==> src/rtl/imem_fetch_ctrl_if.sv <==
// Fetch-stage bus: instruction memory port, hazard/redirect controls and IF/ID outputs.
interface imem_fetch_ctrl_if;
  logic [31:0] imem_addr;
  logic [31:0] imem_inst;
  logic        stall;
  logic        flush;
  logic        redirect_valid;
  logic [31:0] redirect_pc;
  logic [31:0] pc;
  logic [31:0] if_id_inst;
  logic [31:0] if_id_pc_plus4;
  logic        if_id_valid;
  logic        fetch_fault;

  modport master (
    output imem_addr, pc, if_id_inst, if_id_pc_plus4, if_id_valid, fetch_fault,
    input  imem_inst, stall, flush, redirect_valid, redirect_pc
  );

  modport slave (
    input  imem_addr, pc, if_id_inst, if_id_pc_plus4, if_id_valid, fetch_fault,
    output imem_inst, stall, flush, redirect_valid, redirect_pc
  );
endinterface

==> src/rtl/imem_fetch_ctrl.sv <==
// Instruction-fetch controller: owns the PC, loads IF/ID, sequences boot hold,
// stall/flush/redirect, and latches a sticky fault on illegal fetch addresses.
module imem_fetch_ctrl #(
  parameter logic [31:0] RESET_PC   = 32'h0000_0000,
  parameter int          BOOT_HOLD  = 4,
  parameter int          IMEM_WORDS = 256
) (
  input  logic            clk,
  input  logic            reset,
  imem_fetch_ctrl_if.master bus
);
  typedef enum logic [1:0] {BOOT, RUN, FAULT} state_t;

  typedef struct packed {
    logic [31:0] inst;
    logic [31:0] pc_plus4;
    logic        valid;
  } ifid_t;

  localparam ifid_t       BUBBLE   = '0;
  localparam logic [31:0] PC_LIMIT = 32'(IMEM_WORDS * 4);

  state_t      state;
  logic [7:0]  hold_cnt;
  logic [31:0] pc_q;
  logic [31:0] pend_pc;
  logic        pend_vld;
  logic        fault_q;
  ifid_t       ifid;

  logic [31:0] pc_plus4;
  logic        pc_bad;
  logic [31:0] redir_tgt;

  assign pc_plus4  = pc_q + 32'd4;
  assign pc_bad    = (pc_q[1:0] != 2'b00) || (pc_q >= PC_LIMIT);
  assign redir_tgt = bus.redirect_valid ? bus.redirect_pc : pend_pc;

  always_ff @(posedge clk or posedge reset) begin
    if (reset) begin
      state    <= BOOT;
      hold_cnt <= 8'(BOOT_HOLD);
      pc_q     <= RESET_PC;
      pend_pc  <= '0;
      pend_vld <= 1'b0;
      fault_q  <= 1'b0;
      ifid     <= BUBBLE;
    end else begin
      case (state)
        BOOT: begin
          ifid <= BUBBLE;
          if (bus.redirect_valid) begin
            pend_pc  <= bus.redirect_pc;
            pend_vld <= 1'b1;
          end
          // The hold spans BOOT_HOLD+1 edges so the first fetch lands after edge BOOT_HOLD+1.
          if (hold_cnt == 8'd0) state <= RUN;
          else                  hold_cnt <= hold_cnt - 8'd1;
        end
        RUN: begin
          if (pc_bad) begin
            ifid    <= BUBBLE;
            fault_q <= 1'b1;
            state   <= FAULT;
          end else if (bus.stall) begin
            if (bus.flush) ifid <= BUBBLE;
            if (bus.redirect_valid) begin
              pend_pc  <= bus.redirect_pc;
              pend_vld <= 1'b1;
            end
          end else if (bus.redirect_valid || pend_vld) begin
            pc_q     <= redir_tgt;
            ifid     <= BUBBLE;
            pend_vld <= 1'b0;
          end else if (bus.flush) begin
            ifid <= BUBBLE;
            pc_q <= pc_plus4;
          end else begin
            ifid <= '{inst: bus.imem_inst, pc_plus4: pc_plus4, valid: 1'b1};
            pc_q <= pc_plus4;
          end
        end
        FAULT: ifid <= BUBBLE;
        default: state <= FAULT;
      endcase
    end
  end

  assign bus.pc             = pc_q;
  assign bus.imem_addr      = pc_q;
  assign bus.if_id_inst     = ifid.inst;
  assign bus.if_id_pc_plus4 = ifid.pc_plus4;
  assign bus.if_id_valid    = ifid.valid;
  assign bus.fetch_fault    = fault_q;
endmodule

==> src/flat_wrapper.sv <==
// flat-port wrapper written by rule: the top's interface ports become plain ports
module imem_fetch_ctrl_flat 
#(
  parameter logic [31:0] RESET_PC   = 32'h0000_0000,
  parameter int          BOOT_HOLD  = 4,
  parameter int          IMEM_WORDS = 256
)
  (clk, reset, bus_imem_addr, bus_pc, bus_if_id_inst, bus_if_id_pc_plus4, bus_if_id_valid, bus_fetch_fault, bus_imem_inst, bus_stall, bus_flush, bus_redirect_valid, bus_redirect_pc);
  imem_fetch_ctrl_if bus_i ();
  input  logic clk;
  input  logic reset;
  output wire logic [$bits(bus_i.imem_addr)-1:0] bus_imem_addr;
  output wire logic [$bits(bus_i.pc)-1:0] bus_pc;
  output wire logic [$bits(bus_i.if_id_inst)-1:0] bus_if_id_inst;
  output wire logic [$bits(bus_i.if_id_pc_plus4)-1:0] bus_if_id_pc_plus4;
  output wire logic [$bits(bus_i.if_id_valid)-1:0] bus_if_id_valid;
  output wire logic [$bits(bus_i.fetch_fault)-1:0] bus_fetch_fault;
  input wire logic [$bits(bus_i.imem_inst)-1:0] bus_imem_inst;
  input wire logic [$bits(bus_i.stall)-1:0] bus_stall;
  input wire logic [$bits(bus_i.flush)-1:0] bus_flush;
  input wire logic [$bits(bus_i.redirect_valid)-1:0] bus_redirect_valid;
  input wire logic [$bits(bus_i.redirect_pc)-1:0] bus_redirect_pc;
  assign bus_imem_addr = bus_i.imem_addr;
  assign bus_pc = bus_i.pc;
  assign bus_if_id_inst = bus_i.if_id_inst;
  assign bus_if_id_pc_plus4 = bus_i.if_id_pc_plus4;
  assign bus_if_id_valid = bus_i.if_id_valid;
  assign bus_fetch_fault = bus_i.fetch_fault;
  assign bus_i.imem_inst = bus_imem_inst;
  assign bus_i.stall = bus_stall;
  assign bus_i.flush = bus_flush;
  assign bus_i.redirect_valid = bus_redirect_valid;
  assign bus_i.redirect_pc = bus_redirect_pc;
  imem_fetch_ctrl #(.RESET_PC(RESET_PC), .BOOT_HOLD(BOOT_HOLD), .IMEM_WORDS(IMEM_WORDS)) u_core (.clk(clk), .reset(reset), .bus(bus_i));
endmodule
==> config.mk <==
export PLATFORM = sky130hd
export DESIGN_NAME = imem_fetch_ctrl_flat
export DESIGN_NICKNAME = d
export VERILOG_FILES = /design/src/rtl/imem_fetch_ctrl_if.sv /design/src/rtl/imem_fetch_ctrl.sv /design/src/flat_wrapper.sv
export SDC_FILE = /design/constraint.sdc
export NUM_CORES = 1
export LEC_CHECK = 0
export ABC_AREA = 1
export CORE_MARGIN = 1.5
export CORE_UTILIZATION = 52
export DETAILED_ROUTE_END_ITERATION = 6
export PLACE_DENSITY_LB_ADDON = 0.05
export SYNTH_ARGS = -nofsm -noshare
export SYNTH_HDL_FRONTEND = slang
export SYNTH_SLANG_ARGS = --single-unit
export TNS_END_PERCENT = 30
==> constraint.sdc <==
create_clock -name clk -period 8.87 [get_ports clk]
set_clock_uncertainty 0.2 [all_clocks]
set_input_delay 1.3305 -clock clk [delete_from_list [all_inputs] [get_ports clk]]
set_output_delay 1.3305 -clock clk [all_outputs]
set_load 0.01 [all_outputs]
**Word-level counts from Yosys, hierarchy flattened**

Index checks and enable logic that the tools add are counted.

- Bits in registers: 141
- Input bits: 69
- Output and inout port bits: 130
- Logic and storage cells: 58

- $add $sub $neg: 2
- Order comparisons: 1
- Eq/ne operators: 8
- Mux-type cells: 19
- Bitwise operators: 4
- Reduce and logical (&&, ||, !) cells: 15

Operator list:

| cell | number |
|---|---|
| 65-bit two-way mux | 5 |
| 65-bit one-hot mux with 2 select lines | 1 |
| 32-bit two-way mux | 4 |
| 32-bit one-hot mux with 2 select lines | 1 |
| 32-bit by 3-bit adder with 32-bit output, second input constant | 1 |
| 32-bit by 11-bit >= comparator with 1-bit output, second input constant | 1 |
| 3-bit AND reduction | 4 |
| 8-bit logical NOT | 1 |
| 8-bit by 1-bit subtractor with 8-bit output, second input constant | 1 |
| 2-bit one-hot mux with 3 select lines | 1 |
| 2-bit AND reduction | 3 |
| 2-bit nonzero test | 3 |
| 1-bit two-way mux | 4 |
| 2-bit two-way mux | 2 |
| 2-bit by 1-bit inequality test with 1-bit output, second input constant | 2 |
| 2-bit inequality test, second input constant | 2 |
| 4-bit by 3-bit inequality test with 1-bit output, second input constant | 1 |
| 1-bit inverter | 4 |
| 3-bit by 2-bit inequality test with 1-bit output, second input constant | 1 |
| 2-bit by 1-bit equality test with 1-bit output, second input constant | 1 |
| 2-bit equality test, second input constant | 1 |
| 2-bit logical NOT | 1 |
| 1-bit logical OR | 2 |
| 1-bit one-hot mux with 2 select lines | 1 |
| 2-bit OR reduction | 1 |

**Depth between registers and ports, before layout**

- Word-level depth: 6
- Gate-level depth with buffers: 11
- Depth with buffers taken out: 11

**Worst setup path after synthesis**

OpenSTA, ideal clock, no wires.

- Path type: input -> register
- Start point: in bus_redirect_valid
- End point: reg u_core.ifid (netlist bit u_core.bus.if_id_inst[4])
- Setup time: 0.065 ns
- Arrival time: 2.362 ns
- Path slack: 6.243 ns
- Cell stages on the path: 7
- Buffers on the path: 2
- Cell sequence: buf_2 -> nor2_8 -> inv_2 -> nor3_4 -> buf_6 -> nand3_1 -> nand2_1

- Longest elaborated chain between the ends: 5

Ends and longest elaborated chain:

| item | RTL line | source |
|---|---|---|
| start, declared | flat_wrapper.sv:21 | `input wire logic [$bits(bus_i.redirect_valid)-1:0] bus_redirect_valid;` |
| 1-bit logical OR | imem_fetch_ctrl.sv:71 | `end else if (bus.redirect_valid \|\| pend_vld) begin` |
| 65-bit two-way mux | imem_fetch_ctrl.sv:71 |  |
| 65-bit two-way mux | imem_fetch_ctrl.sv:65 | `end else if (bus.stall) begin` |
| 65-bit two-way mux | imem_fetch_ctrl.sv:61 | `if (pc_bad) begin` |
| 65-bit one-hot mux with 2 select lines | imem_fetch_ctrl.sv:49 | `case (state)` |
| end signal, assigned | imem_fetch_ctrl.sv:79 | `ifid <= '{inst: bus.imem_inst, pc_plus4: pc_plus4, valid: 1'b1};` |
| end, declared | imem_fetch_ctrl.sv:29 | `ifid_t ifid;` |

No other way between the ends.
A chain may end at the register's enable or synchronous reset.

**Worst setup path after layout**

- Start point: in bus_stall
- End point: reg u_core.ifid (netlist bit u_core.bus.if_id_inst[25])

- Longest elaborated chain between the ends: 3
- Elaborated cells between the ends (all ways): 5
- Classes of those cells: eq/ne (1); mux (3); reduce/logical (1)

Ends and longest elaborated chain:

| item | RTL line | source |
|---|---|---|
| start, declared | flat_wrapper.sv:19 | `input wire logic [$bits(bus_i.stall)-1:0] bus_stall;` |
| 65-bit two-way mux | imem_fetch_ctrl.sv:65 |  |
| 65-bit two-way mux | imem_fetch_ctrl.sv:61 |  |
| 65-bit one-hot mux with 2 select lines | imem_fetch_ctrl.sv:49 |  |

Several ways; a longest one is shown, not always the timed one.

==> impl_metrics.ini <==
[run_status]
outcome = complete, no violations

[worst_hold_path]
hold_path_class = reg -> reg

[critical_path]
path_common_cell = sky130_fd_sc_hd__nand2_1
critical_path.startpoint = bus_stall
reg2reg_setup_slack_ns = 6.31
depth_of_the_critical_timing_path_with_buffers_and_inverters_included = 8
cp_num_buf_inv = 2
path_cells = clkdlybuf4s50_1 > inv_2 > nor2_1 > nand4_1 > nand2_1 > nand2_2 > nand3_1 > nand2_1
critPathKind = in -> reg
critical_path.slowest_cell = sky130_fd_sc_hd__nand2_2
critPathTopFamily = simple AND/OR/NAND/NOR gates
worstPathArrival_ns = 3.38
timing.critical_path.to = u_core.bus.if_id_inst[25]$_DFFE_PP0P_
slowest_delay_ns = 0.65
worstPathMaxFanout = 65
reg_to_reg_startpoint = u_core.bus.imem_addr[10]$_DFFE_PP0P_
wp_data_required_ns = 8.97
critPathCaptureType = register
regToRegEndpoint = u_core.bus.if_id_inst[25]$_DFFE_PP0P_
worstSetupStartpointType = input port
worst-r2r-cell-count = 8

[routing]
drc_violation_total_after_the_first_tritonroute_iteration = 446
drt_pre_antenna_iters = 7
post_drt_via_cell_ratio = 4.83
drc = 0
number_of_antenna_violating_nets_in_the_routed_design = 0
route.final.wire_length_um = 16200
drt-wirelength-per-cell_um = 13.5
detailroute.via_count = 5797

[die]
initial_utilization_pct = 54.1
die-area_um2 = 14000
io_pins = 199
fp.dieW_um = 118
die_h_um = 118
design.core.area_um2 = 12800
floorplan.rows = 41

[pwr]
internal_power_w = 0.00117
vdd_ir_drop_max_uv = 88.8
seq_power_share_pct = 43.7
power.share.switching_pct = 22.3
clockPowerShare_pct = 51.0
p_leak_nw = 4.67
switching_power_total_w = 0.000335
power_per_cell_area_nw_per_um2 = 161
share_of_power_burned_in_combinational_logic_pct = 5.3

[layout]
area_growth_pct = 34.7
layout-drive-gt1-share_pct = 7.30
filler_cell_count = 1017
nets = 1088
diodes = 0

[clock_network]
clkSinkCount = 141
cts_buf_count = 17
post_cts_resize_count = 0
clock_tree_from_tritoncts = done
ctsHtreeMaxLevel = 4
clk_pin_slew_worst_paths_ns = 0.06
clk-insertion-delay-late_ns = 0.42
clk_root_buffer_cell = sky130_fd_sc_hd__clkbuf_16
post_cts.repair.setup_buffers = 0
cts.path.max_buffers = 2
ctsHoldBuffers = 0

[sta]
timing.final.max_slew_violations = 0
final-hold-violation-count = 0
finalWorstPathRequiredPeriod_ns = 3.28
worst_hold_margin_ns = 0.280
maxSlewHeadroom_pct = 20.0
worst-slew-pin-transition_ns = 1.20
post_route_clock_period_utilization_pct = 37.0
rsz_0062_raised_after_global_routing = false
setup_viol = 0
achievable_frequency_mhz = 305
setup-tns-final_ns = 0

[yosys]
synth_area_um2 = 6910
syn-mean-instance-area_um2 = 8.03
synth_top_cell_area_share_pct = 50.7
sequential_to_total_area_share_from_yosys_stat_pct = 51.1
synth_async_sr_flop_share_pct = 100
yosysWarnings = 0
post-synth-top-area-cell = sky130_fd_sc_hd__dfrtp_1
synth_fp_nets = 933
yosys-top-cells-area = sky130_fd_sc_hd__dfrtp_1, sky130_fd_sc_hd__nand2_1, sky130_fd_sc_hd__inv_1, sky130_fd_sc_hd__nand3_1, sky130_fd_sc_hd__buf_4
synth-edff-count = 0
synth.lib_cells_used.distinct = 33
netlist_instances = 860
postSynthRegisterBits = 141
commonest_register_cell_after_synthesis = sky130_fd_sc_hd__dfrtp_1

[grt]
grt_overflow_total = 0
grt_antenna_before_repair = 0
number_of_global_route_vias_before_repair = 5476
grt_pass1_wl_um = 27400
grt_max_degree = 92
grt_usage_pct = 24.2

[place]
placement.io_buffers = 198
place_congestion = 0.837
detailed_placement_wirelength_estimate_um = 11000

[run]
drv_cap = 0
placed cells by master (no fill, tap or decap), drive strengths merged, types with 6 or more instances in the layout:
master         count
o21ai             58
nor2              62
dfrtp            140
xor2               9
clkdlybuf4s50    198
clkinv             6
nand3             66
clkbuf            17
inv              111
nand2            332
worst min-delay path by stage:
stage / start / endpoint / slack [ns] / cells after the start
6_report: u_core.pend_pc[11]$_DFFE_PP0P_ / u_core.pend_pc[11]$_DFFE_PP0P_ / 0.28 / 2
5_1_grt: u_core.bus.if_id_inst[29]$_DFFE_PP0P_ / u_core.bus.if_id_inst[29]$_DFFE_PP0P_ / 0.29 / 2
4_1_cts: u_core.bus.if_id_inst[23]$_DFFE_PP0P_ / u_core.bus.if_id_inst[23]$_DFFE_PP0P_ / 0.28 / 2
3_5_place_dp: u_core.bus.if_id_inst[23]$_DFFE_PP0P_ / u_core.bus.if_id_inst[23]$_DFFE_PP0P_ / 0.26 / 2
3_3_place_gp: u_core.bus.if_id_inst[12]$_DFFE_PP0P_ / u_core.bus.if_id_inst[12]$_DFFE_PP0P_ / 0.26 / 2
2_1_floorplan: u_core.hold_cnt[6]$_DFFE_PP0P_ / u_core.hold_cnt[6]$_DFFE_PP0P_ / 0.25 / 2
cell usage after synthesis, types with 2 or more instances:
library cell	n
sky130_fd_sc_hd__clkbuf_1	7
sky130_fd_sc_hd__o21ai_0	25
sky130_fd_sc_hd__inv_1	105
sky130_fd_sc_hd__nand3_1	65
sky130_fd_sc_hd__o21ai_2	23
sky130_fd_sc_hd__nor2_1	57
sky130_fd_sc_hd__dfrtp_1	140
sky130_fd_sc_hd__buf_2	12
sky130_fd_sc_hd__inv_2	2
sky130_fd_sc_hd__nand2_1	331
sky130_fd_sc_hd__nand4_1	4
sky130_fd_sc_hd__and2_1	2
sky130_fd_sc_hd__buf_6	13
sky130_fd_sc_hd__nor2_4	2
sky130_fd_sc_hd__buf_4	33
sky130_fd_sc_hd__o21ai_1	10
sky130_fd_sc_hd__nor2_2	2
sky130_fd_sc_hd__ha_1	4
sky130_fd_sc_hd__xor2_1	9
stage by stage:
stage / util (%) / setup WS [ns] / cells / cell area [um2] / power [W]
floorplan: - / 3.56 / 860 / 6910 / 0.000706
global placement: 67.9 / 5.19 / 1168 / 8670 / 0.000747
detailed placement: 67.9 / 5.13 / 1168 / 8670 / 0.000747
CTS: 72.9 / 5.57 / 1200 / 9310 / 0.00151
global route: 72.9 / 5.42 / 1200 / 9310 / 0.00154
finish: 72.9 / 5.59 / 1200 / 9310 / 0.00150
cell families after synthesis:
kind of cell / Yosys count / synth area share (%)
fa+ha+maj: 4 / 0.725
compound gates: 62 / 5.87
mux: 1 / 0.145
flops: 141 / 51.1
simple gates: 469 / 28.1
xor+xnor: 10 / 1.27
buf+inv: 173 / 12.8
state kept, by name, summed over array words and instances (netlist names):
register,cells
u_core.bus.fetch_fault,1
u_core.bus.if_id_inst,32
u_core.bus.if_id_pc_plus4,32
u_core.bus.if_id_valid,1
u_core.bus.imem_addr,32
u_core.hold_cnt,8
u_core.pend_pc,32
u_core.pend_vld,1
u_core.state,2
power by group through the flow:
stage                     Clock [W]  Combinational [W]  Sequential (W)
after global placement            0          0.0000810        0.000666
after CTS                  0.000774          0.0000818        0.000655
after global routing       0.000799          0.0000911        0.000655
final                      0.000765          0.0000802        0.000655
after floorplan                   0          0.0000403        0.000665
after detailed placement          0          0.0000812        0.000666
worst register-to-register path, delay by kind of cell, from the launching register on:
kind / cells / cell delay (ns)
buf+inv: 1 / 0.15
flops: 1 / 0.44
simple gates: 7 / 1.66
layout make-up:
type / count / area (um2) / area share, %
repair buffers: 202 / 2010 / 21.6
clock inverters: 15 / 211 / 2.27
flip-flops and latches: 141 / 3530 / 37.9
inverters: 107 / 407 / 4.37
multi-input cells: 546 / 2510 / 26.9
clock buffers: 17 / 425 / 4.57
well taps: 172 / 215 / 2.31
per-layer routing:
metal  vias to the layer above  GRT usage (%)  wire [um]
li1                       2895              -          -
met4                         0           6.40        119
met3                        11           3.86        898
met5                         -              0          0
met1                      2709           34.0       7610
met2                       182           39.1       7560
Note: power is estimated with default switching activity, not from simulation.
